**src/rtl/control_fsm.sv**
```systemverilog
// control_fsm: multi-cycle processor control state machine.
//
// Sequences FETCH -> DECODE -> EXEC -> (MEM) -> (WB) -> FETCH. It drives the
// memory, IR, PC and register-file strobes. It also latches a registered ALU
// operation code and enters terminal HALT/ERROR states.
//
// Parameters:
//   ALUOP_W  width of ALUOp; the 4-bit code is zero-extended (default 4)
//   MEM_TO   cycles to wait for mem_ready before ERROR, 1..255 (default 15)
//   CNT_W    width of the performance counters (default 16)
//
// Ports:
//   clk        clock
//   rst_n      asynchronous active-low reset
//   opCode     instruction opcode, sampled in DECODE
//   mem_ready  memory handshake complete
//   flush      abort the current instruction (DECODE/EXEC/MEM/WB only)
//   ALUOp      registered ALU operation code
//   state      current FSM state
//   memRead, memWrite, irWrite, pcWrite, regWrite  control strobes
//   halted     high while in HALT
//   err        high while in ERROR (memory timeout)
//   retired    retired instruction count (CONTROL_FSM_PERF_EN only, else 0)
//   cycles     busy cycle count (CONTROL_FSM_PERF_EN only, else 0)
//
// Build option: define CONTROL_FSM_PERF_EN to add the retired/cycles counters.
module control_fsm #(
  parameter int ALUOP_W = 4,
  parameter int MEM_TO  = 15,
  parameter int CNT_W   = 16
) (
  input  logic               clk,
  input  logic               rst_n,
  input  logic [3:0]         opCode,
  input  logic               mem_ready,
  input  logic               flush,
  output logic [ALUOP_W-1:0] ALUOp,
  output logic [2:0]         state,
  output logic               memRead,
  output logic               memWrite,
  output logic               irWrite,
  output logic               pcWrite,
  output logic               regWrite,
  output logic               halted,
  output logic               err,
  output logic [CNT_W-1:0]   retired,
  output logic [CNT_W-1:0]   cycles
);

  localparam logic [2:0] S_FETCH  = 3'd0;
  localparam logic [2:0] S_DECODE = 3'd1;
  localparam logic [2:0] S_EXEC   = 3'd2;
  localparam logic [2:0] S_MEM    = 3'd3;
  localparam logic [2:0] S_WB     = 3'd4;
  localparam logic [2:0] S_HALT   = 3'd5;
  localparam logic [2:0] S_ERROR  = 3'd6;

  localparam logic [3:0] OP_LW  = 4'b1000;
  localparam logic [3:0] OP_SW  = 4'b1001;
  localparam logic [3:0] OP_B   = 4'b1100;
  localparam logic [3:0] OP_BR  = 4'b1101;
  localparam logic [3:0] OP_HLT = 4'b1111;

  logic [2:0] state_reg, state_next;
  logic [3:0] op_reg;
  logic [3:0] aluop_reg;
  logic [7:0] wait_reg, wait_next;
  logic       wait_hit;
  logic       flush_act;

  function automatic logic [3:0] map_aluop(input logic [3:0] op);
    logic [3:0] code;
    if (!op[3])                          code = op;
    else if (op == OP_LW || op == OP_SW) code = 4'b1010;
    else if (op == 4'b1010)              code = 4'b1000;
    else if (op == 4'b1011)              code = 4'b1001;
    else                                 code = 4'b1100;
    return code;
  endfunction

  // This cycle would be the MEM_TO-th consecutive cycle without mem_ready.
  assign wait_hit  = (int'(wait_reg) + 1) >= MEM_TO;
  // flush only has an effect in the instruction-body states.
  assign flush_act = flush && (state_reg == S_DECODE || state_reg == S_EXEC ||
                               state_reg == S_MEM    || state_reg == S_WB);

  // State register, opcode/ALUOp latch and wait counter.
  always_ff @(posedge clk or negedge rst_n) begin
    if (!rst_n) begin
      state_reg <= S_FETCH;
      op_reg    <= 4'd0;
      aluop_reg <= 4'd0;
      wait_reg  <= 8'd0;
    end else begin
      state_reg <= state_next;
      wait_reg  <= wait_next;
      if (state_reg == S_DECODE) begin
        op_reg    <= opCode;
        aluop_reg <= map_aluop(opCode);
      end
    end
  end

  // Next-state logic.
  always_comb begin
    state_next = state_reg;
    case (state_reg)
      S_FETCH: begin
        if (mem_ready)     state_next = S_DECODE;
        else if (wait_hit) state_next = S_ERROR;
      end
      S_DECODE: state_next = flush ? S_FETCH : S_EXEC;
      S_EXEC: begin
        if (flush) state_next = S_FETCH;
        else begin
          case (op_reg)
            OP_LW, OP_SW: state_next = S_MEM;
            OP_B, OP_BR:  state_next = S_FETCH;
            OP_HLT:       state_next = S_HALT;
            default:      state_next = S_WB;
          endcase
        end
      end
      S_MEM: begin
        if (flush)          state_next = S_FETCH;
        else if (mem_ready) state_next = (op_reg == OP_SW) ? S_FETCH : S_WB;
        else if (wait_hit)  state_next = S_ERROR;
      end
      S_WB:    state_next = S_FETCH;
      S_HALT:  state_next = S_HALT;
      S_ERROR: state_next = S_ERROR;
      default: state_next = S_FETCH;
    endcase
  end

  // The counter runs only while waiting in FETCH/MEM; any state change clears it.
  assign wait_next = ((state_reg == S_FETCH || state_reg == S_MEM) &&
                      state_next == state_reg) ? wait_reg + 8'd1 : 8'd0;

  // Output logic. Strobes are gated by rst_n so they drop as soon as reset
  // asserts, not at the next clock edge.
  always_comb begin
    memRead  = 1'b0;
    memWrite = 1'b0;
    irWrite  = 1'b0;
    pcWrite  = 1'b0;
    regWrite = 1'b0;
    if (rst_n && !flush_act) begin
      case (state_reg)
        S_FETCH: begin
          memRead = 1'b1;
          irWrite = mem_ready;
          pcWrite = mem_ready;
        end
        S_EXEC:  pcWrite  = (op_reg == OP_B) || (op_reg == OP_BR);
        S_MEM: begin
          memRead  = (op_reg == OP_LW);
          memWrite = (op_reg == OP_SW);
        end
        S_WB:    regWrite = 1'b1;
        default: ;
      endcase
    end
  end

  assign state  = state_reg;
  assign ALUOp  = ALUOP_W'(aluop_reg);
  assign halted = (state_reg == S_HALT);
  assign err    = (state_reg == S_ERROR);

`ifdef CONTROL_FSM_PERF_EN
  logic [CNT_W-1:0] retired_reg, cycles_reg;
  logic             retire_evt;

  // Flushed or timed-out instructions do not retire.
  assign retire_evt = !flush_act &&
                      ((state_next == S_FETCH &&
                        (state_reg == S_WB || state_reg == S_EXEC || state_reg == S_MEM)) ||
                       (state_reg == S_EXEC && state_next == S_HALT));

  always_ff @(posedge clk or negedge rst_n) begin
    if (!rst_n) begin
      retired_reg <= '0;
      cycles_reg  <= '0;
    end else begin
      if (retire_evt) retired_reg <= retired_reg + 1'b1;
      if (state_reg != S_HALT && state_reg != S_ERROR) cycles_reg <= cycles_reg + 1'b1;
    end
  end

  assign retired = retired_reg;
  assign cycles  = cycles_reg;
`else
  assign retired = '0;
  assign cycles  = '0;
`endif

endmodule

```
**config.mk**
```make
export PLATFORM = sky130hd
export DESIGN_NAME = control_fsm
export DESIGN_NICKNAME = d
export VERILOG_FILES = /design/src/rtl/control_fsm.sv
export SDC_FILE = /design/constraint.sdc
export NUM_CORES = 1
export LEC_CHECK = 0
export BUFFER_PORTS_ARGS = -buffer_cell sky130_fd_sc_hd__buf_4
export CORE_MARGIN = 2
export CORE_UTILIZATION = 24
export CTS_BUF_LIST = sky130_fd_sc_hd__clkbuf_2 sky130_fd_sc_hd__clkbuf_4 sky130_fd_sc_hd__clkbuf_8
export DETAILED_ROUTE_END_ITERATION = 6
export SLEW_MARGIN = 20
export SYNTH_ARGS = -nofsm -noshare
export SYNTH_HDL_FRONTEND = slang
export SYNTH_SLANG_ARGS = --single-unit
```
**constraint.sdc**
```tcl
create_clock -name clk -period 2.2 [get_ports clk]
set_input_delay 0.55 -clock clk [delete_from_list [all_inputs] [get_ports clk]]
set_output_delay 0.55 -clock clk [all_outputs]
set_load 0.005 [all_outputs]
```
==> metrics.txt <==
fill cell count=560; full die area=5970 µm²; remaining global-route overflow=0; fin nets=179; RSZ-0062 raised after global routing=no; Crit path max-delay family=simple AND/OR/NAND/NOR gates; crit-path cells=or2_2 > nand2_1 > nand3b_1 > nor4_1 > buf_4; WP buf/inv=1; Syn. warnings=0; clock-pin slew on the worst setup and hold paths=0.07 ns; chip width=77.2 µm; largest net degree at the start of global routing=19; Slew headroom=0.582; min-delay worst type=in -> async; data required time of the worst path=1.65 ns; Post-Place Cell Area=1430 µm²; Tcrit/Tclk final=0.982; CP Class=reg -> out; sequential share of the synthesized area=0.350; final instance area=1500 µm²; CTS sink cnt=18; Peak supply drop=589 µV; Arrival @ worst endpoint=1.61 ns; DR vias=962; post-detail-place hpwl=1.90 mm; Avg Cell Area, Syn=9.26 µm²; Final Wtd Congestion=0.782; number of routed nets with antenna violations=0; TritonCTS Buffers=3; initial DRC count=23; Final Util=0.291; final setup violation count=0; area leader, netlist=dfrtp_1; Critical Path End Type=output port; port bufs=21; # rows=26; DP Cell Count=233; mean routed wirelength per cell=10.2 µm; Netlist cell types=39; Final Hold Fails=0; min Tclk post-route=2.16 ns; CORE AREA=5140 µm²; status=complete, no violations; max FFs per register=8; Worst-Margin Slew=0.624 ns; I/O pins=54; initial core utilization=0.250; CTS root buffer=clkbuf_8; Area contributors post-synth=dfrtp_1, buf_4, mux2_2; number of synthesized register bits=18; WL final=2.43 mm; largest driver fanout on the critical path=6; fraction of layout instances using a drive strength above 1=0.262; # DRC=0; Mapped Cells=139; CTS tree=done; Area Overhead vs Synth=16.3%; Synth top area share=0.350; worst stage delay on the critical path=0.43 ns; Clock Skew=0.00604 ns; Layout Cells excl Fill=238; TritonRoute pass-1 iters=4; Final Slew Violations=0; Setup TNS=0 ns; Antenna diodes=0; LEAKAGE=0.695 nW; vias in the first global route=806; critical path startpoint category=flop; Crit-path slowest cell=dfrtp_1; Skew-Pair Late Insertion Delay=0.25 ns; Die Y=77.2 µm; H-tree depth=1; initial antenna violation count=0; CTS Buffer Depth=2; # hold bufs at CTS=0; fmax=463 MHz; Synth Cell Area=1290 µm²; first-pass GRT wire length=3.94 mm; Max Cap Viol=0; Tot GR Track Use=0.0793; Vias/cell=4.04; Power Density=939 nW/µm²
[cells by family (layout without fill, tap and decap cells)]
group | after synthesis | after routing | synth area share
buffers and inverters | 40 | 34 | 0.215
flip-flops | 18 | 18 | 0.350
XOR/XNOR | 3 | 3 | 0.0204
AO/OA/AOI/OAI | 21 | 21 | 0.121
other | 1 | 36 | 0.00291
adder cells (fa/ha/maj) | 2 | 2 | 0.0194
multiplexers | 6 | 6 | 0.0525
AND/OR/NAND/NOR | 48 | 48 | 0.219
[cells in the mapped netlist]
library cell,number
ha_1,2
buf_2,2
a211o_1,1
nor4bb_1,1
nand2_1,5
mux2_2,6
xnor2_1,1
xor2_1,2
or4_1,1
o22ai_1,1
nand2b_1,2
nor4_1,2
conb_1,1
clkbuf_1,1
nand3b_1,2
o21ai_0,7
or2_2,1
a2111oi_2,2
nor2b_1,3
nor3b_2,1
and3_4,1
a31o_1,1
o32ai_2,1
a21oi_1,4
or3b_2,1
nor3b_1,3
a41oi_1,1
dfrtp_1,18
nor2_1,8
o21a_1,1
and3b_1,1
and2_1,1
nor4b_1,1
nand4_1,1
nand3_1,7
inv_1,4
o21bai_1,2
nor3_1,6
buf_4,33
[per-stage QoR]
stage               total power, W  setup WS [ns]  hold slack, ns
finish                     0.00141         0.0405           0.271
global route               0.00151       0.000952           0.286
global placement           0.00113          0.317           0.499
detailed placement         0.00113          0.296           0.503
CTS                        0.00140         0.0232           0.283
floorplan                 0.000929          0.345           0.254
[final cells by class]
class	count	area, µm²	area share
Clock buffer	4	55.1	0.0368
Inverter	4	15.0	0.0100
Multi-Input combinational cell	116	694	0.464
Sequential cell	18	450	0.301
Tap cell	70	87.6	0.0585
Timing Repair Buffer	26	195	0.130
[layer usage]
| layer | track usage | routed length (µm) |
|---|---|---|
| met3 | 0.0129 | 138 |
| met4 | 0.0214 | 21 |
| met1 | 0.118 | 1210 |
| met5 | 0 | 0 |
| met2 | 0.118 | 1060 |
[worst paths after layout]
kind / from / end / slack [ns] / cells after the start
setup / recovery: state[1] / memWrite / 0.04 / 5
setup reg to reg: wait_reg[0] / state[1] / 0.34 / 6
min in group clk: ALUOp[2] / ALUOp[2] / 0.51 / 1
hold reg to reg: ALUOp[2] / ALUOp[2] / 0.51 / 1
hold / removal: rst_n / op_reg[2] / 0.27 / 2
max in group asynchronous: rst_n / ALUOp[1] / 1.73 / 2
[report_power, final]
part,total [W],internal (W),switching (W)
Sequential,0.000550,0.000424,0.000126
Clock,0.000267,0.000159,0.000108
Combinational,0.000589,0.000326,0.000262
[cells in the final DEF, fill, tap and decap left out, drive strengths merged, types with 5 or more instances in the layout]
cell,n
nor3,6
o21ai,7
nand3,7
conb,36
dfrtp,18
mux2,6
nand2,5
nor2,8
buf,26
[timing repair]
action / 4_1_cts / 5_1_grt
endpoints found under the setup margin: 0 / 3
buffers inserted: 0 / 1
resized for setup: 0 / 1
Power figures use the tool's default switching activity.
